===== config.mk =====
export PLATFORM = sky130hd
export DESIGN_NAME = shaft_pulse_meter_flat
export DESIGN_NICKNAME = d
export VERILOG_FILES = /design/src/rtl/shaft_pulse_meter_if.sv /design/src/rtl/shaft_pulse_meter.sv /design/src/flat_wrapper.sv
export SDC_FILE = /design/constraint.sdc
export NUM_CORES = 1
export LEC_CHECK = 0
export CAP_MARGIN = 20
export CORE_UTILIZATION = 60
export CTS_BUF_LIST = sky130_fd_sc_hd__clkbuf_4 sky130_fd_sc_hd__clkbuf_8
export CTS_CLUSTER_DIAMETER = 80
export CTS_CLUSTER_SIZE = 16
export DETAILED_ROUTE_END_ITERATION = 8
export HOLD_SLACK_MARGIN = 0.02
export PLACE_DENSITY_LB_ADDON = 0.05
export RECOVER_POWER = 100
export SYNTH_ARGS = -nofsm -noshare
export SYNTH_HDL_FRONTEND = slang
export SYNTH_SLANG_ARGS = --single-unit

===== constraint.sdc =====
create_clock -name clk -period 3.7 [get_ports clk]
set_input_delay 0.37 -clock clk [delete_from_list [all_inputs] [get_ports clk]]
set_output_delay 0.37 -clock clk [all_outputs]
set_load 0.01 [all_outputs]

===== src/rtl/shaft_pulse_meter_if.sv =====
// Signal bundle between the wheel encoders / drive FSM and shaft_pulse_meter.
// The master side drives the encoder and control inputs; the slave side is the meter.
interface shaft_pulse_meter_if #(
   parameter int SPEED_W = 16,
   parameter int ODO_W   = 24
);
   logic               shaftPulseL;
   logic               shaftPulseR;
   logic               driveActive;
   logic               clearOdo;
   logic [SPEED_W-1:0] speedL;
   logic [SPEED_W-1:0] speedR;
   logic               speedValid;
   logic [ODO_W-1:0]   odoL;
   logic [ODO_W-1:0]   odoR;
   logic               stallL;
   logic               stallR;

   modport master (
      output shaftPulseL, shaftPulseR, driveActive, clearOdo,
      input  speedL, speedR, speedValid, odoL, odoR, stallL, stallR
   );

   modport slave (
      input  shaftPulseL, shaftPulseR, driveActive, clearOdo,
      output speedL, speedR, speedValid, odoL, odoR, stallL, stallR
   );
endinterface


===== src/rtl/shaft_pulse_meter.sv =====
// Per-wheel speed, odometry and stall measurement from debounced shaft-encoder pulses.
// Input edge to pulse event takes 2 + DEBOUNCE_CYCLES cycles; speed/stall refresh once per window.
module shaft_pulse_meter #(
   parameter int WINDOW_CYCLES   = 5_000_000,
   parameter int DEBOUNCE_CYCLES = 1000,
   parameter int STALL_WINDOWS   = 3,
   parameter int SPEED_W         = 16,
   parameter int ODO_W           = 24
) (
   input  logic                clk,
   input  logic                rstN,
   shaft_pulse_meter_if.slave  bus
);
   localparam int WIN_W = (WINDOW_CYCLES > 1) ? $clog2(WINDOW_CYCLES) : 1;
   localparam int DB_W  = (DEBOUNCE_CYCLES > 1) ? $clog2(DEBOUNCE_CYCLES) : 1;
   localparam int ZC_W  = $clog2(STALL_WINDOWS + 1);

   localparam logic [WIN_W-1:0]   WIN_LAST  = WIN_W'(WINDOW_CYCLES - 1);
   localparam logic [DB_W-1:0]    DB_LAST   = DB_W'(DEBOUNCE_CYCLES - 1);
   localparam logic [ZC_W-1:0]    ZC_MAX    = ZC_W'(STALL_WINDOWS);
   localparam logic [SPEED_W-1:0] SPEED_MAX = '1;

   // Channel index 0 is the left wheel, 1 is the right wheel.
   logic [1:0]         pin;
   logic [1:0]         sync1_q, sync1_d;
   logic [1:0]         sync2_q, sync2_d;
   logic [1:0]         stable_q, stable_d;
   logic [1:0]         pulse_q, pulse_d;
   logic [1:0]         stall_q, stall_d;
   logic [DB_W-1:0]    db_q[2], db_d[2];
   logic [SPEED_W-1:0] acc_q[2], acc_d[2];
   logic [SPEED_W-1:0] speed_q[2], speed_d[2];
   logic [ODO_W-1:0]   odo_q[2], odo_d[2];
   logic [ZC_W-1:0]    zc_q[2], zc_d[2];
   logic [WIN_W-1:0]   win_q, win_d;
   logic               speed_vld_q, speed_vld_d;
   logic               terminal;
   logic [SPEED_W-1:0] closing[2];

   assign pin = {bus.shaftPulseR, bus.shaftPulseL};

   always_comb begin
      terminal    = (win_q == WIN_LAST);
      win_d       = terminal ? '0 : win_q + WIN_W'(1);
      speed_vld_d = terminal;
      sync1_d     = pin;
      sync2_d     = sync1_q;
      stable_d    = stable_q;
      pulse_d     = '0;
      stall_d     = stall_q;
      for (int ch = 0; ch < 2; ch++) begin
         db_d[ch]    = '0;
         if (sync2_q[ch] != stable_q[ch]) begin
            if (db_q[ch] == DB_LAST) begin
               stable_d[ch] = sync2_q[ch];
               pulse_d[ch]  = sync2_q[ch];
            end else begin
               db_d[ch] = db_q[ch] + DB_W'(1);
            end
         end
         // A pulse on the terminal cycle belongs to the window that is closing.
         closing[ch] = (pulse_q[ch] && acc_q[ch] != SPEED_MAX) ? acc_q[ch] + SPEED_W'(1) : acc_q[ch];
         acc_d[ch]   = closing[ch];
         speed_d[ch] = speed_q[ch];
         zc_d[ch]    = zc_q[ch];
         if (terminal) begin
            acc_d[ch]   = '0;
            speed_d[ch] = closing[ch];
            if (!bus.driveActive || closing[ch] != '0) begin
               zc_d[ch] = '0;
            end else if (zc_q[ch] != ZC_MAX) begin
               zc_d[ch] = zc_q[ch] + ZC_W'(1);
            end
            stall_d[ch] = (zc_d[ch] == ZC_MAX);
         end
         if (bus.clearOdo) begin
            odo_d[ch] = '0;
         end else if (pulse_q[ch]) begin
            odo_d[ch] = odo_q[ch] + ODO_W'(1);
         end else begin
            odo_d[ch] = odo_q[ch];
         end
      end
   end

   always_ff @(posedge clk or negedge rstN) begin
      if (!rstN) begin
         sync1_q     <= '0;
         sync2_q     <= '0;
         stable_q    <= '0;
         pulse_q     <= '0;
         stall_q     <= '0;
         win_q       <= '0;
         speed_vld_q <= 1'b0;
         for (int ch = 0; ch < 2; ch++) begin
            db_q[ch]    <= '0;
            acc_q[ch]   <= '0;
            speed_q[ch] <= '0;
            odo_q[ch]   <= '0;
            zc_q[ch]    <= '0;
         end
      end else begin
         sync1_q     <= sync1_d;
         sync2_q     <= sync2_d;
         stable_q    <= stable_d;
         pulse_q     <= pulse_d;
         stall_q     <= stall_d;
         win_q       <= win_d;
         speed_vld_q <= speed_vld_d;
         for (int ch = 0; ch < 2; ch++) begin
            db_q[ch]    <= db_d[ch];
            acc_q[ch]   <= acc_d[ch];
            speed_q[ch] <= speed_d[ch];
            odo_q[ch]   <= odo_d[ch];
            zc_q[ch]    <= zc_d[ch];
         end
      end
   end

   assign bus.speedL     = speed_q[0];
   assign bus.speedR     = speed_q[1];
   assign bus.speedValid = speed_vld_q;
   assign bus.odoL       = odo_q[0];
   assign bus.odoR       = odo_q[1];
   assign bus.stallL     = stall_q[0];
   assign bus.stallR     = stall_q[1];
endmodule


===== src/flat_wrapper.sv =====
// flat-port wrapper written by rule: the top's interface ports become plain ports
module shaft_pulse_meter_flat 
#(
   parameter int WINDOW_CYCLES   = 5_000_000,
   parameter int DEBOUNCE_CYCLES = 1000,
   parameter int STALL_WINDOWS   = 3,
   parameter int SPEED_W         = 16,
   parameter int ODO_W           = 24
)
  (clk, rstN, bus_shaftPulseL, bus_shaftPulseR, bus_driveActive, bus_clearOdo, bus_speedL, bus_speedR, bus_speedValid, bus_odoL, bus_odoR, bus_stallL, bus_stallR);
  shaft_pulse_meter_if #(.SPEED_W(SPEED_W), .ODO_W(ODO_W)) bus_i ();
  input  logic clk;
  input  logic rstN;
  input wire logic [$bits(bus_i.shaftPulseL)-1:0] bus_shaftPulseL;
  input wire logic [$bits(bus_i.shaftPulseR)-1:0] bus_shaftPulseR;
  input wire logic [$bits(bus_i.driveActive)-1:0] bus_driveActive;
  input wire logic [$bits(bus_i.clearOdo)-1:0] bus_clearOdo;
  output wire logic [$bits(bus_i.speedL)-1:0] bus_speedL;
  output wire logic [$bits(bus_i.speedR)-1:0] bus_speedR;
  output wire logic [$bits(bus_i.speedValid)-1:0] bus_speedValid;
  output wire logic [$bits(bus_i.odoL)-1:0] bus_odoL;
  output wire logic [$bits(bus_i.odoR)-1:0] bus_odoR;
  output wire logic [$bits(bus_i.stallL)-1:0] bus_stallL;
  output wire logic [$bits(bus_i.stallR)-1:0] bus_stallR;
  assign bus_i.shaftPulseL = bus_shaftPulseL;
  assign bus_i.shaftPulseR = bus_shaftPulseR;
  assign bus_i.driveActive = bus_driveActive;
  assign bus_i.clearOdo = bus_clearOdo;
  assign bus_speedL = bus_i.speedL;
  assign bus_speedR = bus_i.speedR;
  assign bus_speedValid = bus_i.speedValid;
  assign bus_odoL = bus_i.odoL;
  assign bus_odoR = bus_i.odoR;
  assign bus_stallL = bus_i.stallL;
  assign bus_stallR = bus_i.stallR;
  shaft_pulse_meter #(.WINDOW_CYCLES(WINDOW_CYCLES), .DEBOUNCE_CYCLES(DEBOUNCE_CYCLES), .STALL_WINDOWS(STALL_WINDOWS), .SPEED_W(SPEED_W), .ODO_W(ODO_W)) u_core (.clk(clk), .rstN(rstN), .bus(bus_i));
endmodule

After elaboration in Yosys (flattened, before gate mapping)
Cells that the tools add are included.
{"block": "word_totals", "regBits": 170, "in_bits": 6, "out_inout_bits": 83, "wordCells": 72}
{"block": "op_classes", "add_sub_neg": 9, "eq_ne": 11, "mux": 23, "n_reduce_logical": 11}
{"operator": "$mux W24", "count": 4}
{"operator": "$mux W16", "count": 4}
{"operator": "$add A24 B1 Y24 const B", "count": 2}
{"operator": "$mux W10", "count": 4}
{"operator": "$add A16 B1 Y16 const B", "count": 2}
{"operator": "$ne A16 B16 Y1 const B", "count": 2}
{"operator": "$reduce_bool A16 Y1", "count": 2}
{"operator": "$add A23 B1 Y23 const B", "count": 1}
{"operator": "$eq A23 B23 Y1 const B", "count": 1}
{"operator": "$mux W23", "count": 1}
{"operator": "$add A10 B1 Y10 const B", "count": 2}
{"operator": "$eq A10 B10 Y1 const B", "count": 2}
{"operator": "$mux W2", "count": 6}
{"operator": "$add A2 B1 Y2 const B", "count": 2}
{"operator": "$eq A2 B2 Y1 const B", "count": 2}
{"operator": "$mux W1", "count": 4}
{"operator": "$ne A2 B2 Y1 const B", "count": 2}
{"operator": "$reduce_and A2 Y1", "count": 2}
{"operator": "$reduce_bool A2 Y1", "count": 2}
{"operator": "$logic_and A1 B1 Y1", "count": 2}
{"operator": "$logic_or A1 B1 Y1", "count": 2}
{"operator": "$ne A1 B1 Y1", "count": 2}
{"operator": "$logic_not A1 Y1", "count": 1}

Depth between registers and ports, before layout
Gate-level depths: netlist of the first run.
{"block": "logic_depth", "depth_word": 8, "mapped_depth": 9, "ltp_nobuf": 8}

Least setup slack after synthesis of the first run
Ideal clock, no wire load.
{"block": "synth_path", "kind": "register to register", "startpoint": "register u_core.acc_q[0] (netlist name)", "endpoint": "register u_core.zc_q[1] (netlist name)", "arrival_ns": 2.340, "t_required_ns": 3.620, "setup_slack_ns": 1.281, "stages_incl_launch_ff": 8, "path_cell_list": "dfrtp_1 > ha_1 > nand4_1 > a211oi_1 > a31oi_1 > or4b_4 > nor4b_4 > a2bb2oi_1"}
{"block": "synth_between", "elab_chain_len": 7}
{"element": "from (decl)", "line": "shaft_pulse_meter.sv:31", "source": "logic [SPEED_W-1:0] acc_q[2], acc_d[2];"}
{"element": "from (signal, indexed assignment)", "line": "shaft_pulse_meter.sv:112", "source": "acc_q[ch] <= acc_d[ch];"}
{"element": "branches (longest 2 deep; another with $add A16 B1 Y16)"}
{"element": "$mux W16 *", "line": "shaft_pulse_meter.sv:62", "source": "closing[ch] = (pulse_q[ch] && acc_q[ch] != SPEED_MAX) ? acc_q[ch] + SPEED_W'(1) : acc_q[ch];"}
{"element": "$reduce_bool A16 Y1 *", "line": "shaft_pulse_meter.sv:69", "source": "if (!bus.driveActive || closing[ch] != '0) begin"}
{"element": "$logic_or A1 B1 Y1 *", "line": "shaft_pulse_meter.sv:69"}
{"element": "$mux W2 *", "line": "shaft_pulse_meter.sv:69"}
{"element": "$mux W2 *", "line": "shaft_pulse_meter.sv:66", "source": "if (terminal) begin"}
{"element": "to (signal, indexed assignment)", "line": "shaft_pulse_meter.sv:115", "source": "zc_q[ch] <= zc_d[ch];"}
{"element": "to (decl)", "line": "shaft_pulse_meter.sv:34", "source": "logic [ZC_W-1:0] zc_q[2], zc_d[2];"}
Every way passes the cells marked *. The select of a mux whose other input is x is not followed.
A chain may end at the register's enable or synchronous reset.

Worst setup path in the final report of the first run
{"block": "layout_path", "startpoint": "register u_core.win_q[13]", "endpoint": "register u_core.zc_q[2] (netlist name)"}
{"block": "layout_between", "elab_chain_len": 1}
{"element": "from (decl)", "line": "shaft_pulse_meter.sv:35", "source": "logic [WIN_W-1:0] win_q, win_d;"}
{"element": "from (signal assigned)", "line": "shaft_pulse_meter.sv:108", "source": "win_q <= win_d;"}
{"element": "$eq A23 B23 Y1", "line": "shaft_pulse_meter.sv:43", "source": "terminal = (win_q == WIN_LAST);"}
Every way passes these cells.

==> metrics.txt, run 1 <==
status=complete, but fails checks; failing checks=max-capacitance violations, max-slew violations; cells after synthesis=794; final net count=892; adder-cell share of the synthesized area=0.0111; GPL Wtd Cong=0.854; reg2reg end=u_core.zc_q[2]; Critical Path Sink=u_core.zc_q[2]; Total GRT Usage=0.250; Layout area overhead=18.9%; Setup TNS=0 ps; simple-gate share of the synthesized area=0.239; Hold WS=355 ps; Hold Path Class=reg2reg; r2r setup slk=700 ps; worst-path fanout max=33; VDD IR max=0.327 mV; Starting DRT DRC Count=429; crit-path leading delay family=simple AND/OR/NAND/NOR gates; worst-margin pin slew=2400 ps; Max Slew Vio Count=146; grt met2 use=0.411; number of flops mapped to enable cells by yosys=0; ys async rst share=1.00; largest family of logic cells by synthesized area=simple AND/OR/NAND/NOR gates; IO Port Bufs=88; CP bufs+invs=2; CTS tree=built; layer with the highest usage=met2; Worst Setup End Kind=flip-flop; largest area contributor in the netlist=dfrtp_1; Synth Area in Compound Gates=0.0606; fin cells=1,064; WP depth=7; mux contribution to synthesized area=0.0186; Antenna Violating Nets Remaining=0; H-tree depth=4; Critical Path Slowest Stage Cell=or4b_2; critical path arrival=3380 ps; cts bufs inserted=17; initial antenna violation count=0; first-pass iteration count of the detailed router=5; Starting Density=0.620; DP Wirelength=11.0 mm; f_max=333 MHz; share of cells above drive strength 1=0.0639; Core ar.=12,700 sq um; FF+latch count, synth=170; Area contributors post-synth=dfrtp_1, nor2_1, xor2_1; sequential area share after synthesis=0.539; Synth Area in XOR/XNOR=0.110; Synth cell types=58; WS Path Type=reg2reg; Overall Power=3440 uW; per-cell routed wire length=14.9 um; Slew headroom=-0.601; R2R depth=7; post-DR vias/cell=5.58; YS warnings=0; # diodes=0; number of global-route vias before repair=5,707; grt ovf=0; Horiz. Die Dim=117 um; Die Area=13,600 sq um; grt met3 use=0.0607; clk buf depth=2; leak pwr=0.00442 uW; die height=117 um; Fillers=957; crit path from=u_core.win_q[13]; RSZ-0062 raised after global routing=no; Max-cap violations=2; Clk Latency, worst-skew pair=460 ps; row count=41; Sink Count=170; Top Ports=89; Clock Skew=9.97 ps; sequential cell area=4250 sq um; Mapped Avg Cell Area=9.93 sq um; Largest stage delay, worst path=650 ps; clock-pin slew on the worst setup and hold paths=90 ps; drt drc=0; count leader, synth=dfrtp_1; Primary FF master, synth=dfrtp_1; Startpoint Class=flip-flop; Cell Area, Synth=7890 sq um; Inst Count DP=1,031; final count of hold timing violations=0; post-CTS setup buffer count=0; area occupied by multi-input gates=3460 sq um; CP Cell Sequence=or4b_2 -> nor3_1 -> nand2_1 -> inv_1 -> buf_4 -> o21ai_0 -> o22ai_1; first-pass GRT wire length=26.4 mm; total number of vias=5,932; synth cell count leaders=dfrtp_1, nor2_1, nand2_1; Final period util=0.811; Tmin final=3000 ps; met1 Usage GRT=0.324; final setup violation count=0; final wirelength=15.8 mm; Root Buffer Master=clkbuf_8; Crit Reg-Reg Startpoint=u_core.win_q[13]; required time worst endpoint=4080 ps; syn_nets=807; cell area power density=367 nW/um^2; Synth top area share=0.539; pin count of the biggest net entering global routing=98
-- kinds of logic after synthesis --
group	after synthesis
flip-flops	170
XOR/XNOR	99
buffers and inverters	43
AND/OR/NAND/NOR	378
multiplexers	14
adder cells (fa/ha/maj)	7
AO/OA/AOI/OAI	83
-- placed cells by master (no fill, tap or decap), types with 3 or more instances in the layout --
| cell | n |
|---|---|
| mux2i_1 | 9 |
| xor2_1 | 53 |
| mux2_2 | 5 |
| nand3_1 | 36 |
| nor4_1 | 4 |
| xnor2_1 | 46 |
| or4_1 | 4 |
| and3_1 | 22 |
| clkbuf_8 | 18 |
| clkbuf_4 | 3 |
| bufinv_16 | 5 |
| and4_1 | 4 |
| and2_0 | 5 |
| a21oi_1 | 8 |
| nor2_1 | 130 |
| a211oi_1 | 3 |
| dfrtp_1 | 170 |
| or2_2 | 3 |
| nor3b_1 | 3 |
| buf_4 | 3 |
| or3_1 | 6 |
| nand4_1 | 33 |
| o21ai_0 | 53 |
| nand2_1 | 85 |
| nor2b_1 | 5 |
| ha_1 | 7 |
| dlygate4sd3_1 | 87 |
| inv_1 | 15 |
| nor3_1 | 16 |
-- registers in the layout (all words and copies together), names as in the netlist --
register               count
u_core.bus.odoL           24
u_core.stable_q            2
u_core.sync1_q             2
u_core.db_q               20
u_core.stall_q             2
u_core.bus.speedValid      1
u_core.acc_q              32
u_core.bus.odoR           24
u_core.bus.speedR         16
u_core.sync2_q             2
u_core.zc_q                4
u_core.pulse_q             2
u_core.bus.speedL         16
u_core.win_q              23
-- timing repair --
action | in CTS | in global routing
resized for setup | 0 | 0
hold buffers | 1 | 0
hold endpoints to repair | 16 | 0
-- cell type report --
class | instances | share of cell area
flip-flops and latches | 170 | 0.453
multi-input cells | 581 | 0.369
repair buffers | 94 | 0.0994
clock buffers | 21 | 0.0288
well taps | 172 | 0.0229
clock inverters | 11 | 0.0205
inverters | 15 | 0.00600
-- metrics by stage --
step / cell area [sq um] / util / worst slack [ps]
after floorplan: 7890 / - / 1280
after global placement: 8920 / 0.701 / 998
final: 9380 / 0.737 / 698
after CTS: 9390 / 0.738 / 911
after detailed placement: 8920 / 0.701 / 934
after global routing: 9380 / 0.737 / 338
-- worst min path at each step --
stage	from	to	slack (ps)	cells past startpoint
floorplan	rstN	u_core.acc_q[0]	70	0
global placement	u_core.sync1_q[0]	u_core.sync2_q[0]	330	0
detailed placement	u_core.sync1_q[1]	u_core.sync2_q[1]	340	0
CTS	bus_shaftPulseR	u_core.sync1_q[1]	320	1
global route	u_core.sync1_q[0]	u_core.sync2_q[0]	360	0
finish	u_core.sync1_q[1]	u_core.sync2_q[1]	350	0
-- worst register-to-register path, delay by kind of cell (launching register included) --
kind / cells / cell delay, ps
AND/OR/NAND/NOR: 3 / 1620
buffers and inverters: 2 / 580
flip-flops: 1 / 450
AO/OA/AOI/OAI: 2 / 280
-- per-layer routing --
layer,vias up,wire length (um)
met5,-,0
met4,0,306
met3,27,616
met2,135,7740
met1,2880,7180
li1,2890,-
-- where the power goes --
part | leakage (uW) | internal (uW) | switching [uW]
logic | 0.00186 | 15.2 | 54.1
clock network | 0.000231 | 844 | 659
registers | 0.00233 | 1860 | 5.19
total | 0.00442 | 2720 | 718
No activity file was read; power rests on OpenSTA's default activity.
==> run 2: changes to the inputs <==
--- a/config.mk
+++ b/config.mk
@@ -6,7 +6,7 @@
 export NUM_CORES = 1
 export LEC_CHECK = 0
 export CAP_MARGIN = 20
-export CORE_UTILIZATION = 60
+export CORE_UTILIZATION = 53
 export CTS_BUF_LIST = sky130_fd_sc_hd__clkbuf_4 sky130_fd_sc_hd__clkbuf_8
 export CTS_CLUSTER_DIAMETER = 80
 export CTS_CLUSTER_SIZE = 16
==> constraint.sdc (replaced) <==
create_clock -name clk -period 2.7 [get_ports clk]
set_input_delay 0.27 -clock clk [delete_from_list [all_inputs] [get_ports clk]]
set_output_delay 0.27 -clock clk [all_outputs]
set_load 0.01 [all_outputs]
==> run 2 against run 1 <==
The run now ends clean. Sequential cell count unchanged. First-iteration DRC count decreased by 27%. Wire length increased by 4.4%. Worst hold slack improved by 0.75 ps. Design area increased by 1.3%. Via count increased by 0.86%. Setup slack got worse by 580 ps. Sequential power increased by 37%. Final cell count increased by 3.0%.
==> metrics.txt, run 2 (synthesized netlist as in run 1, its figures left out) <==
Worst Setup End Kind=flip-flop (unchanged); WS Path Type=reg2reg (unchanged); Max Slew Vio Count=0 (was 146); Crit Reg-Reg Startpoint=u_core.win_q[13] (unchanged); Hold Path Class=reg2reg (unchanged); H-tree depth=4 (unchanged); grt ovf=0 (unchanged); Clk Latency, worst-skew pair=460 ps (about the same); leak pwr=0.00448 uW (was 0.00442 uW); GPL Wtd Cong=0.892 (was 0.854); first-pass GRT wire length=27.2 mm (was 26.4 mm); max reg flops=32 (unchanged); post-DR vias/cell=5.46 (was 5.58); f_max=388 MHz (was 333 MHz); cell area power density=466 nW/um^2 (was 367 nW/um^2); share of cells above drive strength 1=0.0921 (was 0.0639); r2r setup slk=120 ps (was 700 ps); clock-pin slew on the worst setup and hold paths=90 ps (about the same); VDD IR max=0.334 mV (was 0.327 mV); Slew headroom=0.273 (was -0.601); number of global-route vias before repair=5,725 (was 5,707); pre-CTS WS=183 ps (was 934 ps); crit-path leading delay family=simple AND/OR/NAND/NOR gates (unchanged); first-pass iteration count of the detailed router=4 (was 5); total number of vias=5,983 (was 5,932); CP Cell Sequence=or4b_2 -> nor3_1 -> nand2_2 -> buf_2 -> and2_0 -> a31o_1 (was or4b_2 -> nor3_1 -> nand2_1 -> inv_1 -> buf_4 -> o21ai_0 -> o22ai_1); IO Port Bufs=88 (unchanged); final wirelength=16.5 mm (was 15.8 mm); CP bufs+invs=1 (was 2); worst-path fanout max=47 (was 33); Tmin final=2580 ps (was 3000 ps); Finished Core Util=0.654 (was 0.737); status=complete, no violations (was complete, but fails checks); most flop-heavy register=u_core.acc_q (unchanged); hold path cells=0 (unchanged); most frequent cells in the layout=dfrtp_1, nor2_1, dlygate4sd3_1 (unchanged); Final WS setup=122 ps (was 698 ps); Total GRT Usage=0.230 (was 0.250); final setup violation count=0 (unchanged); Starting DRT DRC Count=315 (was 429); Critical Path Slowest Stage Cell=or4b_2 (unchanged); Startpoint Class=flip-flop (unchanged); final net count=912 (was 892); worst hold start=u_core.sync1_q[1] (unchanged); required time worst endpoint=3050 ps (was 4080 ps); Largest stage delay, worst path=650 ps (about the same); critical path arrival=2930 ps (was 3380 ps); DP Wirelength=11.4 mm (was 11.0 mm); Layout area overhead=20.5% (was 18.9%); Max-cap violations=0 (was 2); Horiz. Die Dim=124 um (was 117 um); clk buf depth=2 (unchanged); Starting Density=0.543 (was 0.620); Clock Skew=11.2 ps (was 9.97 ps); Setup TNS=0 ps (unchanged); row count=44 (was 41); pin count of the biggest net entering global routing=105 (was 98); final count of hold timing violations=0 (unchanged); cts bufs inserted=17 (unchanged); initial antenna violation count=0 (unchanged); Fillers=1,240 (was 957); Top Ports=89 (unchanged); Antenna Violating Nets Remaining=0 (unchanged); reg2reg end=u_core.stall_q[1] (was u_core.zc_q[2]); Sink Count=170 (unchanged); per-cell routed wire length=15.1 um (was 14.9 um); die height=124 um (was 117 um); Root Buffer Master=clkbuf_8 (unchanged); R2R depth=6 (was 7); Die Area=15,400 sq um (was 13,600 sq um); hold endpoint=u_core.sync2_q[1] (unchanged); leading cell type in the layout, fill and taps excluded=dfrtp_1 (unchanged); Core ar.=14,500 sq um (was 12,700 sq um); # diodes=0 (unchanged); worst-margin pin slew=1090 ps (was 2400 ps); CTS tree=built (unchanged); drt drc=0 (unchanged); Final period util=0.955 (was 0.811); Overall Power=4430 uW (was 3440 uW)
## run 2: cell type report
cell class	instances	area, sq um	area share
multi-input cells	581	3490	0.368
clock inverters	14	150	0.0158
inverters	15	56.3	0.00592
repair buffers	114	1080	0.113
clock buffers	18	241	0.0254
well taps	184	230	0.0242
flip-flops and latches	170	4250	0.448
## run 2: through the flow
stage / area, sq um / hold slack [ps] / std cells
after global placement: 9040 / 214 / 1055
after detailed placement: 9040 / 219 / 1055
after floorplan: 7890 / -25.6 / 794
after global routing: 9500 / 314 / 1096
after CTS: 9440 / 206 / 1088
final: 9500 / 356 / 1096
## run 2: worst reg2reg max path: stages, from the launching register on
cell	delay (ps)
dfrtp_1	450
or4b_2	650
nor3_1	400
nand2_2	120
buf_2	390
and2_0	290
a31o_1	190
## run 2: power by group
| part | switching (uW) | leakage, uW | internal [uW] |
|---|---|---|---|
| Clock | 941 | 0.000181 | 833 |
| Sequential | 7.55 | 0.00233 | 2550 |
| Combinational | 72.6 | 0.00196 | 19.7 |
## run 2: worst max path at each step
stage,start,to,slack (ps),cells past startpoint
6_report,u_core.win_q[13],u_core.stall_q[1],120,6
3_5_place_dp,u_core.acc_q[25],u_core.zc_q[3],180,7
5_1_grt,u_core.acc_q[25],u_core.zc_q[3],-30,7
2_1_floorplan,u_core.acc_q[0],u_core.zc_q[1],280,7
3_3_place_gp,u_core.acc_q[0],u_core.zc_q[1],250,7
4_1_cts,u_core.acc_q[0],u_core.stall_q[1],110,7
## run 2: what timing repair did
action,in CTS,in global routing
buffers inserted,0,8
hold buffers,1,0
setup endpoints to repair,0,6
gates resized for setup,0,8
endpoints found under the hold margin,43,0
## run 2: layer usage
metal / global-route usage / part of all wire / vias up
li1: - / - / 2910
met1: 0.294 / 0.45 / 2934
met2: 0.380 / 0.50 / 116
met3: 0.0549 / 0.038 / 23
met4: 0.0848 / 0.018 / 0
met5: 0 / 0 / -
==> run 3: changes to the inputs <==
--- a/config.mk
+++ b/config.mk
@@ -5,8 +5,7 @@
 export SDC_FILE = /design/constraint.sdc
 export NUM_CORES = 1
 export LEC_CHECK = 0
-export CAP_MARGIN = 20
-export CORE_UTILIZATION = 53
+export CORE_UTILIZATION = 60
 export CTS_BUF_LIST = sky130_fd_sc_hd__clkbuf_4 sky130_fd_sc_hd__clkbuf_8
 export CTS_CLUSTER_DIAMETER = 80
 export CTS_CLUSTER_SIZE = 16
@@ -14,6 +13,7 @@
 export HOLD_SLACK_MARGIN = 0.02
 export PLACE_DENSITY_LB_ADDON = 0.05
 export RECOVER_POWER = 100
+export SKIP_LAST_GASP = 1
 export SYNTH_ARGS = -nofsm -noshare
 export SYNTH_HDL_FRONTEND = slang
 export SYNTH_SLANG_ARGS = --single-unit
==> constraint.sdc (replaced) <==
create_clock -name clk -period 3.21 [get_ports clk]
set_input_delay 0.321 -clock clk [delete_from_list [all_inputs] [get_ports clk]]
set_output_delay 0.321 -clock clk [all_outputs]
set_load 0.01 [all_outputs]
==> run 3 against run 2 <==
The run now ends with max-capacitance violations, max-slew violations left. Via count is 0.53% higher. Worst hold slack worse by 3.0 ps. Critical path depth is 1 higher. First-iteration DRC count rose by 40%. Clock power fell by 16%. Final cell count decreased by 2.6%. Wire length down 1.7%. Critical endpoint is now u_core.zc_q[1]. Largest cell class unchanged.
==> metrics.txt, run 3 (synthesized netlist as in run 1, its figures left out) <==
status=complete, but fails checks (was complete, no violations); failing checks=max-capacitance violations, max-slew violations; DP Wirelength=11.2 mm (was 11.4 mm); f_max=354 MHz (was 388 MHz); # diodes=0 (unchanged); worst-margin pin slew=2140 ps (was 1090 ps); number of global-route vias before repair=5,734 (was 5,725); first-pass iteration count of the detailed router=5 (was 4); Clk Latency, worst-skew pair=450 ps (was 460 ps); GPL Wtd Cong=0.886 (was 0.892); Total GRT Usage=0.259 (was 0.230); final wirelength=16.3 mm (was 16.5 mm); Worst Setup End Kind=flip-flop (unchanged); leak pwr=0.00440 uW (was 0.00448 uW); Psw=817 uW (was 1020 uW); crit path from=u_core.acc_q[0] (was u_core.win_q[13]); Slew headroom=-0.426 (was 0.273); initial antenna violation count=0 (unchanged); CP Cell Sequence=ha_1 -> nand4_1 -> a211oi_1 -> a31oi_1 -> or4b_4 -> nor4b_2 -> a2bb2oi_1 (was or4b_2 -> nor3_1 -> nand2_2 -> buf_2 -> and2_0 -> a31o_1); WS Path Type=reg2reg (unchanged); drt drc=0 (unchanged); Startpoint Class=flip-flop (unchanged); Critical Path Slowest Stage Cell=a211oi_1 (was or4b_2); Die Area=13,600 sq um (was 15,400 sq um); Final WS setup=388 ps (was 122 ps); R2R depth=7 (was 6); IO Port Bufs=88 (unchanged); required time worst endpoint=3590 ps (was 3050 ps); sequential share of power=0.579 (about the same); fin cells=1,068 (was 1,096); post-CTS setup buffer count=0 (unchanged); RSZ-0062 raised after global routing=no; cts repair resizes=0 (unchanged); post-DR vias/cell=5.63 (was 5.46); final count of hold timing violations=0 (unchanged); max reg flops=32 (unchanged); Core ar.=12,700 sq um (was 14,500 sq um); met1 Usage GRT=0.337 (was 0.294); Inst Count DP=1,035 (was 1,055); cell-internal power=2900 uW (was 3410 uW); Crit Reg-Reg Startpoint=u_core.acc_q[0] (was u_core.win_q[13]); Critical Path Sink=u_core.zc_q[1] (was u_core.stall_q[1]); first-pass GRT wire length=27.1 mm (was 27.2 mm); leading cell type in the layout, fill and taps excluded=dfrtp_1 (unchanged); worst-path fanout max=7 (was 47); clk buf depth=2 (unchanged); CTS Hold Bufs=1 (unchanged); final net count=896 (was 912); H-tree depth=4 (unchanged); share of cells above drive strength 1=0.0681 (was 0.0921); Starting DRT DRC Count=440 (was 315); pin count of the biggest net entering global routing=75 (was 105); Clock Skew=11.3 ps (was 11.2 ps); VDD IR max=0.344 mV (was 0.334 mV); r2r setup slk=390 ps (was 120 ps); Sw Share=0.220 (was 0.231); Setup TNS=0 ps (unchanged); Max-cap violations=2 (was 0); Clock Power Share=0.399 (was 0.401); Top Ports=89 (unchanged); Comb power frac=0.021 (about the same); layer with the highest usage=met2 (unchanged); critical path arrival=3200 ps (was 2930 ps); CP bufs+invs=0 (was 1); die height=117 um (was 124 um); grt met2 use=0.428 (was 0.380); Finished Core Util=0.733 (was 0.654); CTS tree=built (unchanged); reg2reg end=u_core.zc_q[1] (was u_core.stall_q[1]); Largest stage delay, worst path=520 ps (was 650 ps); cell area power density=399 nW/um^2 (was 466 nW/um^2); row count=41 (was 44); WP depth=7 (was 6); Hold Path Class=reg2reg (unchanged); grt ovf=0 (unchanged); final setup violation count=0 (unchanged); Hold WS=353 ps (was 356 ps); most frequent cells in the layout=dfrtp_1, nor2_1, dlygate4sd3_1 (unchanged); Root Buffer Master=clkbuf_8 (unchanged); most flop-heavy register=u_core.acc_q (unchanged); pre-CTS WS=476 ps (was 183 ps); grt met3 use=0.0607 (was 0.0549); Max Slew Vio Count=123 (was 0); Final period util=0.879 (was 0.955); crit-path leading delay family=simple AND/OR/NAND/NOR gates (unchanged); cts bufs inserted=17 (unchanged); per-cell routed wire length=15.2 um (was 15.1 um); total number of vias=6,015 (was 5,983); clock-pin slew on the worst setup and hold paths=90 ps (about the same); Tmin final=2820 ps (was 2580 ps); Layout area overhead=18.2% (was 20.5%); Antenna Violating Nets Remaining=0 (unchanged); Sink Count=170 (unchanged); Horiz. Die Dim=117 um (was 124 um); Starting Density=0.620 (was 0.543)
run 3: cell types whose count changed in the layout (fill, tap and decap cells not counted), sizes merged:
| cell | before | now |
|---|---|---|
| clkdlybuf4s50 | 2 | 1 |
| clkbuf | 23 | 26 |
| dlygate4sd3 | 86 | 87 |
| inv | 16 | 15 |
| buf | 21 | 4 |
| clkinvlp | 6 | 1 |
| clkinv | 5 | 9 |
run 3: per-stage QoR:
stage	power [uW]	cell area, sq um
6_report	3720	9320
3_5_place_dp	2280	8950
4_1_cts	3760	9350
2_1_floorplan	2220	7890
5_1_grt	3850	9320
3_3_place_gp	2280	8950
run 3: worst min-delay path by stage:
stage	startpoint	endpoint	slack [ps]	cells past startpoint
after floorplan	rstN	u_core.acc_q[0]	30	0
after global placement	u_core.sync1_q[1]	u_core.sync2_q[1]	340	0
after detailed placement	u_core.sync1_q[1]	u_core.sync2_q[1]	330	0
after CTS	bus_shaftPulseR	u_core.sync1_q[1]	280	1
after global routing	u_core.sync1_q[1]	u_core.sync2_q[1]	360	0
final	u_core.sync1_q[1]	u_core.sync2_q[1]	350	0
run 3: worst register-to-register path, cell delays in order, from the launching register on:
cell and delay, ps:
dfrtp_1 480, ha_1 330, nand4_1 150, a211oi_1 520, a31oi_1 170, or4b_4 500
nor4b_2 410, a2bb2oi_1 190
run 3: layer usage:
layer  wire length (um)  vias up
li1                   -     2888
met1               7300     2951
met2               8070      159
met3                679       17
met4                212        0
met5                  0        -
run 3: power groups by stage:
stage	Combinational (uW)	Sequential, uW	Clock, uW
finish	79.3	2150	1480
global route	93.5	2160	1600
CTS	86.1	2150	1520
detailed placement	84.7	2200	0
global placement	82.9	2200	0
floorplan	24.5	2200	0
run 3: layout make-up:
type                    count  area [sq um]
clock buffers              20           269
clock inverters            12           124
fillers                   947          3400
inverters                  15          56.3
multi-input cells         581          3450
flip-flops and latches    170          4250
well taps                 172           215
repair buffers             98           951
